[src/rtl/sobolrng_multi.sv]
`default_nettype none
// ============================================================================
//  Module   : sobolrng_multi
//  Purpose  : Self-sequencing multi-dimension Sobol random number generator.
//             An internal index counter selects, at every accepted step, the
//             direction vector addressed by the lowest zero bit of the index.
//             That vector is XOR-ed into each dimension's state, which yields
//             Gray-code-ordered Sobol samples. Each dimension keeps its own
//             writable table of direction vectors. Samples are offered over a
//             valid/ready handshake, and a flag marks the end of the period.
//  Revision : 1.0  initial release
// ----------------------------------------------------------------------------
//  Ports
//    iClk     in   clock
//    iRstN    in   asynchronous active-low reset
//    iEn      in   run request (IDLE -> RUN, RUN -> IDLE when low)
//    iClr     in   synchronous restart of the sequence (index and state to 0)
//    iReady   in   consumer accepts the current sample
//    iWrEn    in   direction-vector write strobe
//    iWrDim   in   dimension being written
//    iWrIdx   in   vector index being written
//    iWrData  in   vector value
//    oValid   out  oRand/oIdx/oLast hold a valid sample
//    oRand    out  samples; dimension d at [(d+1)*BITWIDTH-1 : d*BITWIDTH]
//    oIdx     out  sequence index of the held sample
//    oLast    out  held sample is the last one of the 2^BITWIDTH period
// ============================================================================
module sobolrng_multi #(
    parameter int  BITWIDTH = 8,
    parameter int  NUM_DIM  = 2,
    localparam int DIMW     = (NUM_DIM  > 1) ? $clog2(NUM_DIM)  : 1,
    localparam int IDXW     = (BITWIDTH > 1) ? $clog2(BITWIDTH) : 1
) (
    input  logic                        iClk,
    input  logic                        iRstN,
    input  logic                        iEn,
    input  logic                        iClr,
    input  logic                        iReady,
    input  logic                        iWrEn,
    input  logic [DIMW-1:0]             iWrDim,
    input  logic [IDXW-1:0]             iWrIdx,
    input  logic [BITWIDTH-1:0]         iWrData,
    output logic                        oValid,
    output logic [NUM_DIM*BITWIDTH-1:0] oRand,
    output logic [BITWIDTH-1:0]         oIdx,
    output logic                        oLast
);

    typedef enum logic [0:0] {
        IDLE = 1'b0,
        RUN  = 1'b1
    } state_t;

    state_t                state;
    state_t                state_nxt;

    logic [BITWIDTH-1:0]   cnt;
    logic [BITWIDTH-1:0]   x    [NUM_DIM];
    logic [BITWIDTH-1:0]   vec  [NUM_DIM][BITWIDTH];
    logic [BITWIDTH-1:0]   mask [NUM_DIM];
    logic [BITWIDTH-1:0]   onehot;
    logic                  fire;
    logic                  cnt_full;

    // ------------------------------------------------------------------
    // FSM
    // ------------------------------------------------------------------
    always_ff @(posedge iClk or negedge iRstN) begin
        if (!iRstN) begin
            state <= IDLE;
        end else begin
            state <= state_nxt;
        end
    end

    // iClr only restarts the sequence; it blocks the IDLE->RUN start but
    // never forces RUN back to IDLE.
    always_comb begin
        state_nxt = state;
        case (state)
            IDLE:    if (iEn && !iClr) state_nxt = RUN;
            RUN:     if (!iEn)         state_nxt = IDLE;
            default:                   state_nxt = IDLE;
        endcase
    end

    assign fire     = (state == RUN) && iReady;
    assign cnt_full = &cnt;

    // Lowest zero bit of the index; all zeros when the index is all ones.
    assign onehot = ~cnt & (cnt + BITWIDTH'(1));

    // Vector selected by the one-hot for each dimension (read before any
    // write landing on the same edge, since the table is a register).
    always_comb begin
        for (int d = 0; d < NUM_DIM; d++) begin
            mask[d] = '0;
            for (int i = 0; i < BITWIDTH; i++) begin
                if (onehot[i]) begin
                    mask[d] = mask[d] | vec[d][i];
                end
            end
        end
    end

    // ------------------------------------------------------------------
    // Direction-vector table. Resets to van der Corput vectors. A write
    // only hits when both select fields decode to an existing entry, so
    // out-of-range addresses fall through with no effect.
    // ------------------------------------------------------------------
    always_ff @(posedge iClk or negedge iRstN) begin
        if (!iRstN) begin
            for (int d = 0; d < NUM_DIM; d++) begin
                for (int i = 0; i < BITWIDTH; i++) begin
                    vec[d][i] <= BITWIDTH'(1) << (BITWIDTH - 1 - i);
                end
            end
        end else if (iWrEn) begin
            for (int d = 0; d < NUM_DIM; d++) begin
                for (int i = 0; i < BITWIDTH; i++) begin
                    if (iWrDim == DIMW'(d) && iWrIdx == IDXW'(i)) begin
                        vec[d][i] <= iWrData;
                    end
                end
            end
        end
    end

    // ------------------------------------------------------------------
    // Index counter and per-dimension Sobol state. Clear wins over an
    // advance. Advancing from the all-ones index restarts at x_0.
    // ------------------------------------------------------------------
    always_ff @(posedge iClk or negedge iRstN) begin
        if (!iRstN) begin
            cnt <= '0;
            for (int d = 0; d < NUM_DIM; d++) begin
                x[d] <= '0;
            end
        end else if (iClr) begin
            cnt <= '0;
            for (int d = 0; d < NUM_DIM; d++) begin
                x[d] <= '0;
            end
        end else if (fire) begin
            if (cnt_full) begin
                cnt <= '0;
                for (int d = 0; d < NUM_DIM; d++) begin
                    x[d] <= '0;
                end
            end else begin
                cnt <= cnt + BITWIDTH'(1);
                for (int d = 0; d < NUM_DIM; d++) begin
                    x[d] <= x[d] ^ mask[d];
                end
            end
        end
    end

    // ------------------------------------------------------------------
    // Outputs, all decoded from registers
    // ------------------------------------------------------------------
    for (genvar d = 0; d < NUM_DIM; d++) begin : g_out
        assign oRand[d*BITWIDTH +: BITWIDTH] = x[d];
    end

    assign oValid = (state == RUN);
    assign oIdx   = cnt;
    assign oLast  = cnt_full;

endmodule
`default_nettype wire
[config.mk]
export PLATFORM = sky130hd
export DESIGN_NAME = sobolrng_multi
export DESIGN_NICKNAME = d
export VERILOG_FILES = /design/src/rtl/sobolrng_multi.sv
export SDC_FILE = /design/constraint.sdc
export NUM_CORES = 1
export LEC_CHECK = 0
export CORE_ASPECT_RATIO = 1.75
export CORE_UTILIZATION = 53
export CTS_CLUSTER_SIZE = 20
export DETAILED_ROUTE_END_ITERATION = 8
export GPL_TIMING_DRIVEN = 0
export PLACE_DENSITY_LB_ADDON = 0.05
export SLEW_MARGIN = 20
export SYNTH_ARGS = -nofsm -noshare
export SYNTH_HDL_FRONTEND = slang
export SYNTH_SLANG_ARGS = --single-unit
[constraint.sdc]
create_clock -name iClk -period 2.2 [get_ports iClk]
set_input_delay 0.66 -clock iClk [delete_from_list [all_inputs] [get_ports iClk]]
set_output_delay 0.66 -clock iClk [all_outputs]
set_load 0.05 [all_outputs]
======== Word level (Yosys, flattened, before mapping) ========
Index checks and enable logic that the tools add are counted.
storage, ports and cells
  bits in registers ....................... 153
  logic and storage cells ................. 111
  output and inout bits ................... 26
  input port bits ......................... 18
cells by class
  muxes and demuxes ....................... 25
  eq/ne operators ......................... 7
  $add $sub $neg .......................... 1
  bitwise operators ....................... 20
  reduce and logical (&&, ||, !) cells .... 38
operators by type and width
  operator                                             count
  2-to-1 mux 8 bit                                     19
  bitwise OR 8 bit                                     14
  2-to-1 mux 16 bit                                    3
  AND reduction 2 bit                                  16
  logical AND 1 bit                                    18
  bitwise XOR 8 bit                                    2
  equality test 3 bit, second input constant           4
  adder 8 x 1 -> 8 bit, second input constant          1
  AND 8 bit                                            1
  NOT 8 bit                                            1
  AND reduction 8 bit                                  1
  equality test 3 x 2 -> 1 bit, second input constant  2
  equality test 3 x 1 -> 1 bit, second input constant  1
  zero test 3 bit                                      1
  2-to-1 mux 1 bit                                     2
  NOT 1 bit                                            2
  one-hot mux 1 bit (2 select lines)                   1
  nonzero test 2 bit                                   1
  zero test 1 bit                                      1

======== Logic depth before layout (Yosys ltp) ========
Gate-level depths: netlist of the first run.
  depth in word-level cells ............... 21
  mapped depth ............................ 11
  depth with buffers taken out ............ 8

======== Least setup slack after synthesis of the first run ========
No wires, ideal clock.
  kind .................................... register to register
  start ................................... register cnt[0], in the netlist oIdx[0]
  end ..................................... register x, in the netlist oRand[12]
  arrival time ............................ 2.716 ns
  setup time .............................. 0.077 ns
  required time ........................... 2.123 ns
  path buffers ............................ 3
  clock period less this slack ............ 2.792 ns
  setup slack ............................. -0.592 ns
  cell stages (with the launch flop) ...... 12
  cell sequence ........................... dfrtp_1 > clkinv_1 > buf_2 > nor3_1 > nor3b_1 > ha_1 > clkbuf_1 > buf_2 > a22o_1 > a221oi_1 > a211o_1 > o21ai_1
on the way
  longest elaborated chain between the ends .. 21
  elaborated cells on any way between the ends .. 23
  those cells by class .................... add/sub: 1; mux: 11; bitwise: 10; reduce/logical: 1
ends and longest elaborated chain
  element                                            RTL line  text
  start: declaration                                 57        logic [BITWIDTH-1:0] cnt;
  start signal: assignment                           151       cnt <= cnt + BITWIDTH'(1);
  adder 8 x 1 -> 8 bit or NOT 8 bit (tied branches)  91        assign onehot = ~cnt & (cnt + BITWIDTH'(1));
  AND 8 bit                                          91
  2-to-1 mux 8 bit                                   99        if (onehot[i]) begin
  bitwise OR 8 bit                                   100       mask[d] = mask[d] | vec[d][i];
  2-to-1 mux 8 bit                                   99
  bitwise OR 8 bit                                   100
  2-to-1 mux 8 bit                                   99
  bitwise OR 8 bit                                   100
  [... 5 more ...]                                   n/a
  bitwise OR 8 bit                                   100
  2-to-1 mux 8 bit                                   99
  bitwise OR 8 bit                                   100
  2-to-1 mux 8 bit                                   99
  bitwise XOR 8 bit                                  153       x[d] <= x[d] ^ mask[d];
  2-to-1 mux 16 bit *                                145       if (cnt_full) begin
  2-to-1 mux 16 bit *                                144       end else if (fire) begin
  2-to-1 mux 16 bit *                                139       end else if (iClr) begin
  end signal: indexed assignment                     153
  end: declaration                                   58        logic [BITWIDTH-1:0] x [NUM_DIM];
Every way passes the cells marked *; elsewhere a longest branch is shown, timed or not. The select of a mux whose other input is x is not followed.
A chain may end at the register's enable or synchronous reset.

======== Worst setup path after layout of the first run ========
  start ................................... register cnt[0], in the netlist oIdx[0]
  end ..................................... register x, in the netlist oRand[1]
Same word-level chain as after synthesis.

==> results of run 1 <==
-- metrics by stage --
step	hold slack [ps]	utilization	power [mW]	TNS, ps	instances
detailed placement	493.6	0.6186	4.937	-35040	720
CTS	137.0	0.6864	7.991	-1169	753
floorplan	364.4	-	4.535	-1694	508
finish	112.5	0.6906	7.983	-1137	754
global route	149.0	0.6906	8.255	-2362	754
global placement	487.7	0.6160	4.847	-836330	719
-- cells in the mapped netlist, types with 2 or more instances --
master / instances / area, µm²
a211o_1: 16 / 140.1
a21o_1: 2 / 15.01
a21oi_1: 2 / 10.01
a221oi_1: 32 / 280.3
a22o_1: 32 / 280.3
a31oi_1: 16 / 100.1
and3_1: 3 / 18.77
buf_2: 11 / 55.05
buf_6: 3 / 33.78
clkbuf_1: 19 / 71.32
dfrtp_1: 137 / 3428
dfstp_2: 16 / 420.4
ha_1: 8 / 100.1
inv_1: 24 / 90.09
mux2_2: 112 / 1261
mux2_4: 16 / 240.2
nand2_1: 3 / 11.26
nand2b_1: 5 / 31.28
nand3_1: 2 / 10.01
nand3b_4: 2 / 40.04
nor2_2: 9 / 56.30
o21ai_0: 6 / 30.03
o21ai_1: 11 / 55.05
o22ai_1: 6 / 37.54
or3_1: 2 / 12.51
-- logic make-up after synthesis --
| kind of cell | after synthesis | synth area share |
|---|---|---|
| flip-flops | 153 | 0.5559 |
| multiplexers | 128 | 0.2169 |
| AO/OA/AOI/OAI | 126 | 0.1406 |
| buffers and inverters | 59 | 0.03777 |
| AND/OR/NAND/NOR | 34 | 0.03434 |
| adder cells (fa/ha/maj) | 8 | 0.01446 |
-- report_power, final --
| group | internal (mW) | total [mW] | leakage (nW) | switching (mW) |
|---|---|---|---|---|
| clock | 1.72 | 3.03 | 0.300 | 1.31 |
| sequential | 3.44 | 3.82 | 1.88 | 0.388 |
| combinational | 0.623 | 1.13 | 1.57 | 0.505 |
-- how the worst min path moves through the flow --
stage | start | to | slack (ps) | depth (start not counted)
finish | iRstN | oValid$_DFF_PN0_ | 110 | 1
global route | iRstN | oValid$_DFF_PN0_ | 150 | 1
CTS | iRstN | oIdx[5]$_DFFE_PN0P_ | 140 | 1
detailed placement | vec[120]$_DFFE_PN0P_ | vec[120]$_DFFE_PN0P_ | 490 | 1
global placement | vec[123]$_DFFE_PN0P_ | vec[123]$_DFFE_PN0P_ | 490 | 1
floorplan | iRstN | oIdx[1]$_DFFE_PN0P_ | 360 | 0
-- state kept, by name (all words and copies together), names as in the netlist --
register  cells
vec         128
oIdx          8
oRand        16
oValid        1
-- metal layers --
layer,track usage,up-vias
met4,0.1382,0
li1,-,2053
met1,0.3533,2456
met2,0.5088,110
met5,0,-
met3,0.04104,29
-- layout make-up --
class / instances / area (µm²)
plain buffers: 28 / 232.7
multi-input cells: 296 / 3136
clock buffers: 17 / 425.4
inverters: 25 / 106.4
repair buffers: 52 / 536.8
well taps: 168 / 210.2
fillers: 924 / 3889
flip-flops and latches: 153 / 3854
clock inverters: 15 / 177.7
-- timing repair --
action,4_1_cts,5_1_grt
pin swaps,26,18
endpoints found under the setup margin,43,25
gates resized for setup,76,6
gates cloned,1,1
buffers inserted,6,0
-- critical path: stages, from the launching register on --
cell and delay, ps:
dfrtp_4 530, ha_4 180, and3_4 190, and3_4 180, ha_4 200, buf_12 150, a22o_4 250, a221oi_4 310
a211o_1 180, o21ai_1 60
==> impl_metrics.toml, run 1 <==
[outcome]
status = "complete, but fails checks"
violations = "negative setup slack"

[cells_and_area]
nNetsFinal = 599
diodes = 0
stdcell_area_mm2 = 0.008678
areaGrowthSynthToFinish_pct = 25.36
layout_common_cells = "dfrtp_1 (135), mux2_2 (112), a22o_1 (27), inv_1 (24), dlygate4sd2_1 (24)"
mostFrequentLayoutCell = "dfrtp_1"
drive_gt1_frac = 0.4420

[placement]
routabilityCongestion = 0.8143
dpl-instance-area_mm2 = 0.007774
io_buffers = 43
pre_cts_slack_ps = -627.6
dp_hpwl_um = 12040

[grt]
grt_pass1_vias = 4972
grt_pass1_wl_um = 28640
track_usage = 0.2944
overflow = 0
antenna_found_initial = 0
grt_max_degree = 105

[logic_synthesis]
seq_area_frac_synth = 0.5559
synth_area_per_cell_um2 = 13.63
synth_area_mm2 = 0.006923
yosys_warnings = 0
synthCells = 508
synth-seq-cells = 153
synth_edf_count = 0
yosysUniqueCellTypes = 38
ys.flop_type = "dfrtp_1"
synthArstFlopShare = 1.000
synth_nets = 534

[setup_path]
rr_endpoint = "oRand[1]$_DFFE_PN0P_"
reg2regPathDepth = 9
cp-end-kind = "register"
rr_startpoint = "oIdx[0]$_DFFE_PN0P_"
r2r_setup_slack_ps = -160
path_class = "reg -> reg"
crit_path_end = "oRand[1]$_DFFE_PN0P_"
worst_ep_arrival_time_ps = 2670
startpoint_type = "register"
required_ps = 2520
cp_max_fo = 5
worstSetupStartpoint = "oIdx[0]$_DFFE_PN0P_"

[floorplan]
rows = 54
dieWidth_um = 88.40
die_area_mm2 = 0.01354
start_util = 0.5509
coreArea_mm2 = 0.01257
fp.dieH_um = 153.2
num_io_pins = 44

[route]
routedWlPerCell_um = 24.10
first_pass_iters = 5
routed_wl_um = 18170
wl_met3_um = 480
dr.max_layer_used = "met4"
drt_iter0_markers = 280
antenna_left = 0
wl_met2_um = 9918
vias_per_cell = 6.164
wl_met1_um = 7083
drc_errors = 0
vias = 4648

[sta]
hold_violations = 0
setup_ws_ps = -156.0
fmax_ghz = 0.4245
maxSlewHeadroom = 0.5635
worst_pin_slew_ps = 654.0
period_needed_ps = 2356
slew_violations = 0
rsz0062_at_grt = "yes"
clock_skew_ps = 9.838
setup_viol = 15
finalCritPeriodShare = 1.071

[pwr]
power_leakage_nw = 3.755
ir_worst_vdd_uv = 580.9
power_density_mw_per_mm2 = 919.8

[clock_tree]
cts_tree = "built"
clkTransAtPathRegs_ps = 70
clockRootBuffer = "clkbuf_16"
htree_levels = 4
clock_latency_ps = 440
clk_path_buf_depth = 2
cts_buffers = 17
numClockSinks = 153
ctsHoldBuffers = 0

[flow_run]
max-cap-violations = 0

[min_path]
min_path_type = "in -> async"
Note: power is estimated with default switching activity, not from simulation.
==> inputs of run 2 (changes only) <==
REMOVE_ABC_BUFFERS = 1   (was not set)
SKIP_CTS_REPAIR_TIMING = 1   (was not set)
==> impl_metrics.toml, run 2 (synthesis results as in run 1) <==
[setup_path]
cp_cell_sequence = "buf_6 -> ha_4 -> and3_4 -> and3_4 -> ha_4 -> buf_12 -> a22o_1 -> a221oi_2 -> a31oi_1 -> o21ai_1"
crit_path_max_incr_delay_ps = 440
reg2regPathDepth = 10
path_delay_family = "compound AO/OA/AOI/OAI gates"
cp_max_fo = 8
startpoint_type = "register"
rr_startpoint = "oIdx[0]$_DFFE_PN0P_"
crit_path_top_delay_cell = "dfrtp_2"
required_ps = 2550
r2r_setup_slack_ps = -150
worst_ep_arrival_time_ps = 2690
path_class = "reg -> reg"
cp_num_buf_inv = 2
cp-end-kind = "register"
rr_endpoint = "oRand[11]$_DFFE_PN0P_"

[sta]
period_needed_ps = 2346
fmax_ghz = 0.4262
maxSlewHeadroom = 0.4544
holdWs_ps = 157.2
finalCritPeriodShare = 1.067
hold_violations = 0
finalSetupTns_ps = -1411
slew_violations = 0
worst_pin_slew_ps = 818.4
setup_ws_ps = -146.5
rsz0062_at_grt = "yes"
clock_skew_ps = 14.15
setup_viol = 17

[cells_and_area]
top_register = "vec"
largest_reg_flops = 128
diodes = 0
areaGrowthSynthToFinish_pct = 22.84
layout_common_cells = "dfrtp_1 (136), mux2_2 (112), a22o_1 (32), dlymetal6s2s_1 (25), inv_1 (24)"
stdcell_area_mm2 = 0.008504
drive_gt1_frac = 0.4135
nNetsFinal = 574
mostFrequentLayoutCell = "dfrtp_1"
final_util = 0.6767

[route]
antenna_left = 0
drc_errors = 0
routedWlPerCell_um = 22.87
vias = 4465
first_pass_iters = 4
drt_iter0_markers = 176
vias_per_cell = 6.125
routed_wl_um = 16670

[min_path]
min_path_type = "in -> async"

[floorplan]
start_util = 0.5509
fp.dieH_um = 153.2
num_io_pins = 44
die_area_mm2 = 0.01354
dieWidth_um = 88.40
rows = 54
coreArea_mm2 = 0.01257

[pwr]
combPwrFrac = 0.141
power_density_mw_per_mm2 = 923.6
swShare = 0.2522
seq_power_share = 0.483
intPower_mw = 5.873
power_leakage_nw = 3.952
ir_worst_vdd_uv = 643.8
clock_power_share = 0.376
switchingPower_mw = 1.981

[placement]
dpl-instance-area_mm2 = 0.007443
routabilityCongestion = 0.7537
io_buffers = 43
pre_cts_slack_ps = -1146
dp_hpwl_um = 10110

[clock_tree]
cts_buffers = 17
clk_path_buf_depth = 2
clockRootBuffer = "clkbuf_16"
htree_levels = 4
numClockSinks = 153
clkTransAtPathRegs_ps = 70
clock_latency_ps = 420
cts_tree = "built"

[outcome]
status = "complete, but fails checks"
violations = "negative setup slack"

[grt]
grt_max_degree = 98
track_usage = 0.2526
grt_pass1_vias = 4623
grt_pass1_wl_um = 25080
overflow = 0
antenna_found_initial = 0

[flow_run]
max-cap-violations = 0
==> run 2: per-layer routing <==
layer	GRT usage	wire, µm
met3	0.04698	525
met2	0.4245	8693
met1	0.3282	7215
met4	0.07450	235
met5	0	0
==> run 2: cell type report <==
class / count / area (µm²)
Timing Repair Buffer: 55 / 664.4
Clock inverter: 11 / 148.9
Tap cell: 168 / 210.2
Sequential cell: 153 / 3850
Inverter: 25 / 97.59
Multi-Input combinational cell: 296 / 3083
Clock buffer: 21 / 450.4
Fill cell: 898 / 4063
==> run 2: power by group through the flow <==
| stage | logic (mW) | clock network, mW | registers (mW) |
|---|---|---|---|
| 2_1_floorplan | 0.703 | 0 | 3.78 |
| 3_3_place_gp | 1.04 | 0 | 3.75 |
| 3_5_place_dp | 1.09 | 0 | 3.78 |
| 4_1_cts | 1.10 | 3.01 | 3.74 |
| 5_1_grt | 1.20 | 3.11 | 3.86 |
| 6_report | 1.11 | 2.95 | 3.79 |
==> run 2: worst max path at each step <==
stage                              startpoint                     to  slack [ps]  cells past startpoint
after floorplan           oIdx[0]$_DFFE_PN0P_  oRand[10]$_DFFE_PN0P_        -520                      8
after global placement                  iRstN     vec[1]$_DFFE_PN0P_       -5410                      1
after detailed placement  oIdx[0]$_DFFE_PN0P_  oRand[13]$_DFFE_PN0P_       -1150                      8
after CTS                 oIdx[0]$_DFFE_PN0P_  oRand[13]$_DFFE_PN0P_       -1140                      8
after global routing      oIdx[0]$_DFFE_PN0P_   oRand[5]$_DFFE_PN0P_        -220                     10
final                     oIdx[0]$_DFFE_PN0P_  oRand[11]$_DFFE_PN0P_        -150                     10
==> run 2: worst register-to-register path: cells and delay by family, from the launching register on <==
kind | cells | cell delay, ps
AOI/OAI and AO/OA | 4 | 820
DFF | 1 | 440
and+or+nand+nor | 2 | 390
adders and majority gates | 2 | 340
buffers and inverters | 2 | 290
==> run 2: per-stage QoR <==
stage               cells  power (mW)
global route          729       8.173
CTS                   719       7.853
floorplan             474       4.480
finish                729       7.855
global placement      685       4.782
detailed placement    687       4.878
